$ cat config.mk
export PLATFORM = sky130hd
export DESIGN_NAME = de_pipe_reg
export DESIGN_NICKNAME = d
export VERILOG_FILES = /design/src/rtl/de_pipe_reg_pkg.sv /design/src/rtl/de_pipe_reg_field.sv /design/src/rtl/de_pipe_reg.sv
export SDC_FILE = /design/constraint.sdc
export NUM_CORES = 1
export LEC_CHECK = 0
export BUFFER_PORTS_ARGS = -buffer_cell sky130_fd_sc_hd__buf_2
export CORE_AREA = 2 2 134 136
export CTS_CLUSTER_SIZE = 30
export DETAILED_ROUTE_END_ITERATION = 10
export DIE_AREA = 0 0 136 138
export GPL_TIMING_DRIVEN = 0
export MAX_ROUTING_LAYER = met4
export SETUP_SLACK_MARGIN = 0.1
export SLEW_MARGIN = 25
export SYNTH_ARGS = -nofsm -noshare
export SYNTH_HDL_FRONTEND = slang
export SYNTH_SLANG_ARGS = --single-unit
$ cat constraint.sdc
create_clock -name clk -period 3.4 [get_ports clk]
set_clock_uncertainty 0.1 [all_clocks]
set_input_delay 0.51 -clock clk [delete_from_list [all_inputs] [get_ports clk]]
set_output_delay 0.51 -clock clk [all_outputs]
set_load 0.02 [all_outputs]
$ cat src/rtl/de_pipe_reg_pkg.sv
// de_pipe_reg_pkg: shared pipeline constants, stage-register control encoding and helpers.
package de_pipe_reg_pkg;
  localparam logic [31:0] RESET_PC_DEF = 32'h0000_3000;
  localparam int          TNEW_W_DEF   = 2;
  localparam logic [31:0] NOP_INSTR    = 32'h0000_0000;
  localparam logic [4:0]  NO_DEST      = 5'd0;
  typedef enum logic [1:0] {
    SEL_RESET,
    SEL_HOLD,
    SEL_BUBBLE,
    SEL_LOAD
  } de_sel_e;
  function automatic logic [31:0] sat_inc32(input logic [31:0] v);
    return (v == 32'hFFFF_FFFF) ? v : v + 32'd1;
  endfunction
endpackage

$ cat src/rtl/de_pipe_reg_field.sv
// pipe_field_reg: one pipeline register field with sync active-low reset and hold > clear > load priority.
module pipe_field_reg #(
  parameter int               WIDTH     = 32,
  parameter logic [WIDTH-1:0] RESET_VAL = '0,
  parameter logic [WIDTH-1:0] CLEAR_VAL = '0
) (
  input  logic             clk,
  input  logic             resetn,
  input  logic             hold_i,
  input  logic             clear_i,
  input  logic             load_i,
  input  logic [WIDTH-1:0] d_i,
  output logic [WIDTH-1:0] q_o
);
  logic [WIDTH-1:0] data_q, data_d;
  always_comb begin
    data_d = hold_i ? data_q : clear_i ? CLEAR_VAL : load_i ? d_i : data_q;
  end
  always_ff @(posedge clk) begin
    if (!resetn) data_q <= RESET_VAL;
    else         data_q <= data_d;
  end
  assign q_o = data_q;
endmodule

$ cat src/rtl/de_pipe_reg.sv
// de_pipe_reg: D->E pipeline register with hold/flush/stall bubbles and Tnew decrement.
// Optional bubble counter output E_BubbleCnt is enabled by defining DE_BUBBLE_COUNT_EN.
module de_pipe_reg
  import de_pipe_reg_pkg::*;
#(
  parameter logic [31:0] RESET_PC = RESET_PC_DEF,
  parameter int          TNEW_W   = TNEW_W_DEF
) (
  input  logic              clk,
  input  logic              resetn,
  input  logic              hold,
  input  logic              flush,
  input  logic              stall,
  input  logic [31:0]       D_PC,
  input  logic [31:0]       D_Instr,
  input  logic [31:0]       D_RSData,
  input  logic [31:0]       D_RTData,
  input  logic [31:0]       D_ExtResult,
  input  logic [4:0]        D_WriteReg,
  input  logic [TNEW_W-1:0] D_Tnew,
  input  logic              D_valid,
  output logic [31:0]       E_PC,
  output logic [31:0]       E_Instr,
  output logic [31:0]       E_RSData,
  output logic [31:0]       E_RTData,
  output logic [31:0]       E_ExtResult,
  output logic [4:0]        E_WriteReg,
  output logic [TNEW_W-1:0] E_Tnew,
  output logic              E_valid
`ifdef DE_BUBBLE_COUNT_EN
  ,
  output logic [31:0]       E_BubbleCnt
`endif
);
  de_sel_e           sel;
  logic              frz, bub, ld, kill_dst;
  logic [TNEW_W-1:0] tnew_d;
  always_comb begin
    sel      = !resetn ? SEL_RESET : hold ? SEL_HOLD : (flush || stall) ? SEL_BUBBLE : SEL_LOAD;
    frz      = (sel == SEL_HOLD);
    bub      = (sel == SEL_BUBBLE);
    ld       = (sel == SEL_LOAD);
    kill_dst = bub || !D_valid;
    tnew_d   = (D_Tnew == '0) ? '0 : D_Tnew - 1'b1;
  end
  // PC is never cleared: a bubble carries the D-stage PC forward
  pipe_field_reg #(.WIDTH(32), .RESET_VAL(RESET_PC)) u_pc (
    .clk(clk), .resetn(resetn), .hold_i(frz), .clear_i(1'b0), .load_i(ld || bub),
    .d_i(D_PC), .q_o(E_PC)
  );
  pipe_field_reg #(.WIDTH(32), .RESET_VAL(NOP_INSTR), .CLEAR_VAL(NOP_INSTR)) u_instr (
    .clk(clk), .resetn(resetn), .hold_i(frz), .clear_i(bub), .load_i(ld),
    .d_i(D_Instr), .q_o(E_Instr)
  );
  pipe_field_reg #(.WIDTH(32)) u_rs (
    .clk(clk), .resetn(resetn), .hold_i(frz), .clear_i(bub), .load_i(ld),
    .d_i(D_RSData), .q_o(E_RSData)
  );
  pipe_field_reg #(.WIDTH(32)) u_rt (
    .clk(clk), .resetn(resetn), .hold_i(frz), .clear_i(bub), .load_i(ld),
    .d_i(D_RTData), .q_o(E_RTData)
  );
  pipe_field_reg #(.WIDTH(32)) u_ext (
    .clk(clk), .resetn(resetn), .hold_i(frz), .clear_i(bub), .load_i(ld),
    .d_i(D_ExtResult), .q_o(E_ExtResult)
  );
  pipe_field_reg #(.WIDTH(5), .RESET_VAL(NO_DEST), .CLEAR_VAL(NO_DEST)) u_wr (
    .clk(clk), .resetn(resetn), .hold_i(frz), .clear_i(kill_dst), .load_i(ld),
    .d_i(D_WriteReg), .q_o(E_WriteReg)
  );
  pipe_field_reg #(.WIDTH(TNEW_W)) u_tnew (
    .clk(clk), .resetn(resetn), .hold_i(frz), .clear_i(kill_dst), .load_i(ld),
    .d_i(tnew_d), .q_o(E_Tnew)
  );
  pipe_field_reg #(.WIDTH(1)) u_valid (
    .clk(clk), .resetn(resetn), .hold_i(frz), .clear_i(bub), .load_i(ld),
    .d_i(D_valid), .q_o(E_valid)
  );
`ifdef DE_BUBBLE_COUNT_EN
  logic [31:0] bub_cnt_q, bub_cnt_d;
  always_comb begin
    bub_cnt_d = bub ? sat_inc32(bub_cnt_q) : bub_cnt_q;
  end
  always_ff @(posedge clk) begin
    if (!resetn) bub_cnt_q <= '0;
    else         bub_cnt_q <= bub_cnt_d;
  end
  assign E_BubbleCnt = bub_cnt_q;
`endif
endmodule

==> summary.md <==
| Metric | Value |
|---|---|
| Status | finished clean |
| VDD IR max | 0.000317 V |
| Top-area cell type share of the netlist area | 63.0% |
| Layout cell share with drive strength beyond 1 | 50.9% |
| Arrival time at the worst endpoint | slightly below 1 ns |
| Slew headroom | 61.9% |
| Initial Util | 30.5% |
| Worst Tran Pin Value | 0.571 ns |
| Endpoint, Worst Hold | u_rt.q_o[6] |
| Netlist Area Pre-Place | 5340 um2 |
| Worst-Skew Late Latency | 0.41 ns |
| Worst Hold Launch | D_RTData[6] |
| Setup Fix Bufs, Post-CTS | 0 |
| Overflow after GRT | 0 |
| Core box area | 17500 um2 |
| Post-synth cell types | 15 |
| Worst-path clk slew | 0.07 ns |
| Port Buf Inserts | 339 |
| Worst hold path depth | 2 |
| Rows | 49 |
| Gate power share | 9.2% |
| Layout Cells excl Fill | 1012 |
| Fin. Hold Viols | 0 |
| Vias | 4583 |
| Crit path cell chain | buf_2 |
| Avg Inst Size Synth | 13.0 um2 |
| Root buffer cell | clkbuf_16 |
| Worst Path Required | 2.79 ns |
| CTS tree | done |
| Final worst slack | between 1.5 and 2 ns |
| DRC viols | 0 |
| LEAKAGE | slightly above 0.004 uW |
| Area after DPL | 7320 um2 |
| Die area | 18800 um2 |
| Num CTS Buffers | 17 |
| H-tree levels | 4 |
| Vias/cell | 4.53 |
| Initial antenna violation count | 1 |
| Fill cells | 1755 |
| Cell-internal power | 3180 uW |
| I/O pin count | roughly 340 |
| Maximum number of pins on one net before global-route repair | 17 |
| Post-CTS Hold Buffers | 0 |
| Post-Syn Instances | 411 |
| Post-DRT Antenna Nets | 0 |
| Top cells by count, synth | dfxtp_1 (168), a22o_1 (129), mux2i_1 (32), nor2b_1 (31), buf_2 (18) |
| Max-cap violation count | 0 |
| Die Span X | 136 um |
| Clk pwr share | 42.7% |
| Yosys top cell by area | dfxtp_1 |
| Mapped Nets | ~600 |
| Count leader, synth | dfxtp_1 |
| Tcrit/Tclk final | between 40 and 50% |
| CTS resizes | 0 |
| Unrepaired setup endpoints after global routing | false |
| Post-placement setup slack | ~1.5 ns |
| Util after Layout | 44.9% |
| GRT Total Usage | 16.9% |
| Max Freq | 631 MHz |
| Cell Pwr Density | 543 nW/um2 |
| Routability cong. | just under 0.8 |
| WL final | 15.9 mm |
| Dpl cells | 979 |
| Number of enable flip-flop cells after synthesis | 0 |
| Sequential group share of total power | between 40% and 50% |
| Async S/R FF share, synth | 0% |
| Final Setup Violations | 0 |
| Clock Sinks | 168 |
| Max clock buf depth | 2 |
| Final Cell Area | 7880 um2 |
| Reg2reg start | u_ext.q_o[18] |
| Slowest stage delay, CP | 0.37 ns |
| Number of warnings issued by yosys | 0 |
| Critical Path Source Type | register |
| Vias in the first global route | 4515 |
| Worst r2r path cells | 1 |
| Routed WL per cell | 15.7 um |
| Area Growth Syn to Fin | 47.6% |
| Switching part of the total | 25.7% |
| Synth area leaders | dfxtp_1 (63%), a22o_1 (21%), mux2i_1 (6.0%) |
| Post-route minimum period | 1.58 ns |
| Crit path max-delay family | flip-flops |
| Net Sw Power | 1100 uW |
| Worst Hold Class | in2reg |
| Reg2reg end | u_ext.q_o[18] |
| DIE HEIGHT | 138 um |
| First-pass GRT wire length | 24.2 mm |
| Synth Register Bits | around 170 |
| Final nets | roughly 940 |
| Max-slew violation count | 0 |
| CP Buf/Inv Count | 1 |
| Setup CP Type | reg2out |
| DR pass1 iterations | 4 |
| Ys flop type | dfxtp_1 |
| TNS Setup | 0 ns |
| Initial DRC Count | 195 |
| Slowest-stage cell, CP | dfxtp_1 |
| Sequential fraction of the synthesis area | between 60% and 70% |
| Post-DP HPWL | 11.9 mm |
| Worst Setup End Kind | primary output |
| Worst-path maximum fanout | 2 |
| R2r setup slk | 2.66 ns |
-- layer usage --
layer / GRT usage, % / part of all wire (%)
met2: 27.3 / 48
met1: 20.0 / 42
met4: 5.26 / 1.2
met3: 5.39 / 9.0
met5: - / 0
-- how the worst max path moves through the flow --
stage                             start  depth (start not counted)              end  slack, ns
after global placement           resetn                          5    u_ext.q_o[15]       1.46
after floorplan                    hold                          6   u_instr.q_o[0]       1.78
after detailed placement         resetn                          5    u_ext.q_o[17]       1.45
final                     u_ext.q_o[18]                          1  E_ExtResult[18]       1.82
after CTS                 u_ext.q_o[18]                          1  E_ExtResult[18]       1.79
after global routing       u_ext.q_o[3]                          1   E_ExtResult[3]       1.78
-- through the flow --
stage	hold slack [ns]	power (uW)
after floorplan	0.441	2300
after global placement	0.345	2500
after detailed placement	0.349	2500
after CTS	0.172	4330
after global routing	0.180	4470
final	0.195	4280
-- registers in the layout, summed over array words and instances (netlist names) --
name and count:
u_ext.q_o 32, u_instr.q_o 32, u_pc.q_o 32, u_rs.q_o 32, u_rt.q_o 32, u_wr.q_o 5
u_tnew.q_o 2, u_valid.q_o 1
-- power by group through the flow --
stage	registers (uW)	clock network [uW]	logic, uW
finish	2060	1830	393
detailed placement	2100	0	397
global placement	2100	0	395
global route	2060	1980	424
floorplan	2180	0	124
CTS	2060	1880	398
-- cell type report --
cell class / instances / area [um2] / share of cell area [%]
Antenna cell: 1 / 2.50 / 0.0318
Multi-Input combinational cell: 206 / 1760 / 22.3
Clock buffer: 18 / 439 / 5.57
Sequential cell: 168 / 3360 / 42.7
Buffer: 37 / 218 / 2.76
Clock inverter: 14 / 115 / 1.46
Timing Repair Buffer: 339 / 1700 / 21.5
Tap cell: 229 / 287 / 3.64
-- cells in the final DEF (no fill, tap or decap), drive strengths merged --
cell type    n
clkinvlp     4
diode        1
nand2        3
inv          5
clkbuf      29
and2         1
dfxtp      168
nor4b        1
mux2i       32
a32o         6
and3         1
a21boi       1
clkinv       5
or4b         1
a22o       129
buf        365
nor2b       31
-- logic make-up after synthesis --
kind of cell,synth area share (%)
multiplexers,6.00
buffers and inverters,4.08
AO/OA/AOI/OAI,22.4
AND/OR/NAND/NOR,4.54
flip-flops,63.0
Note: power is estimated with default switching activity, not from simulation.
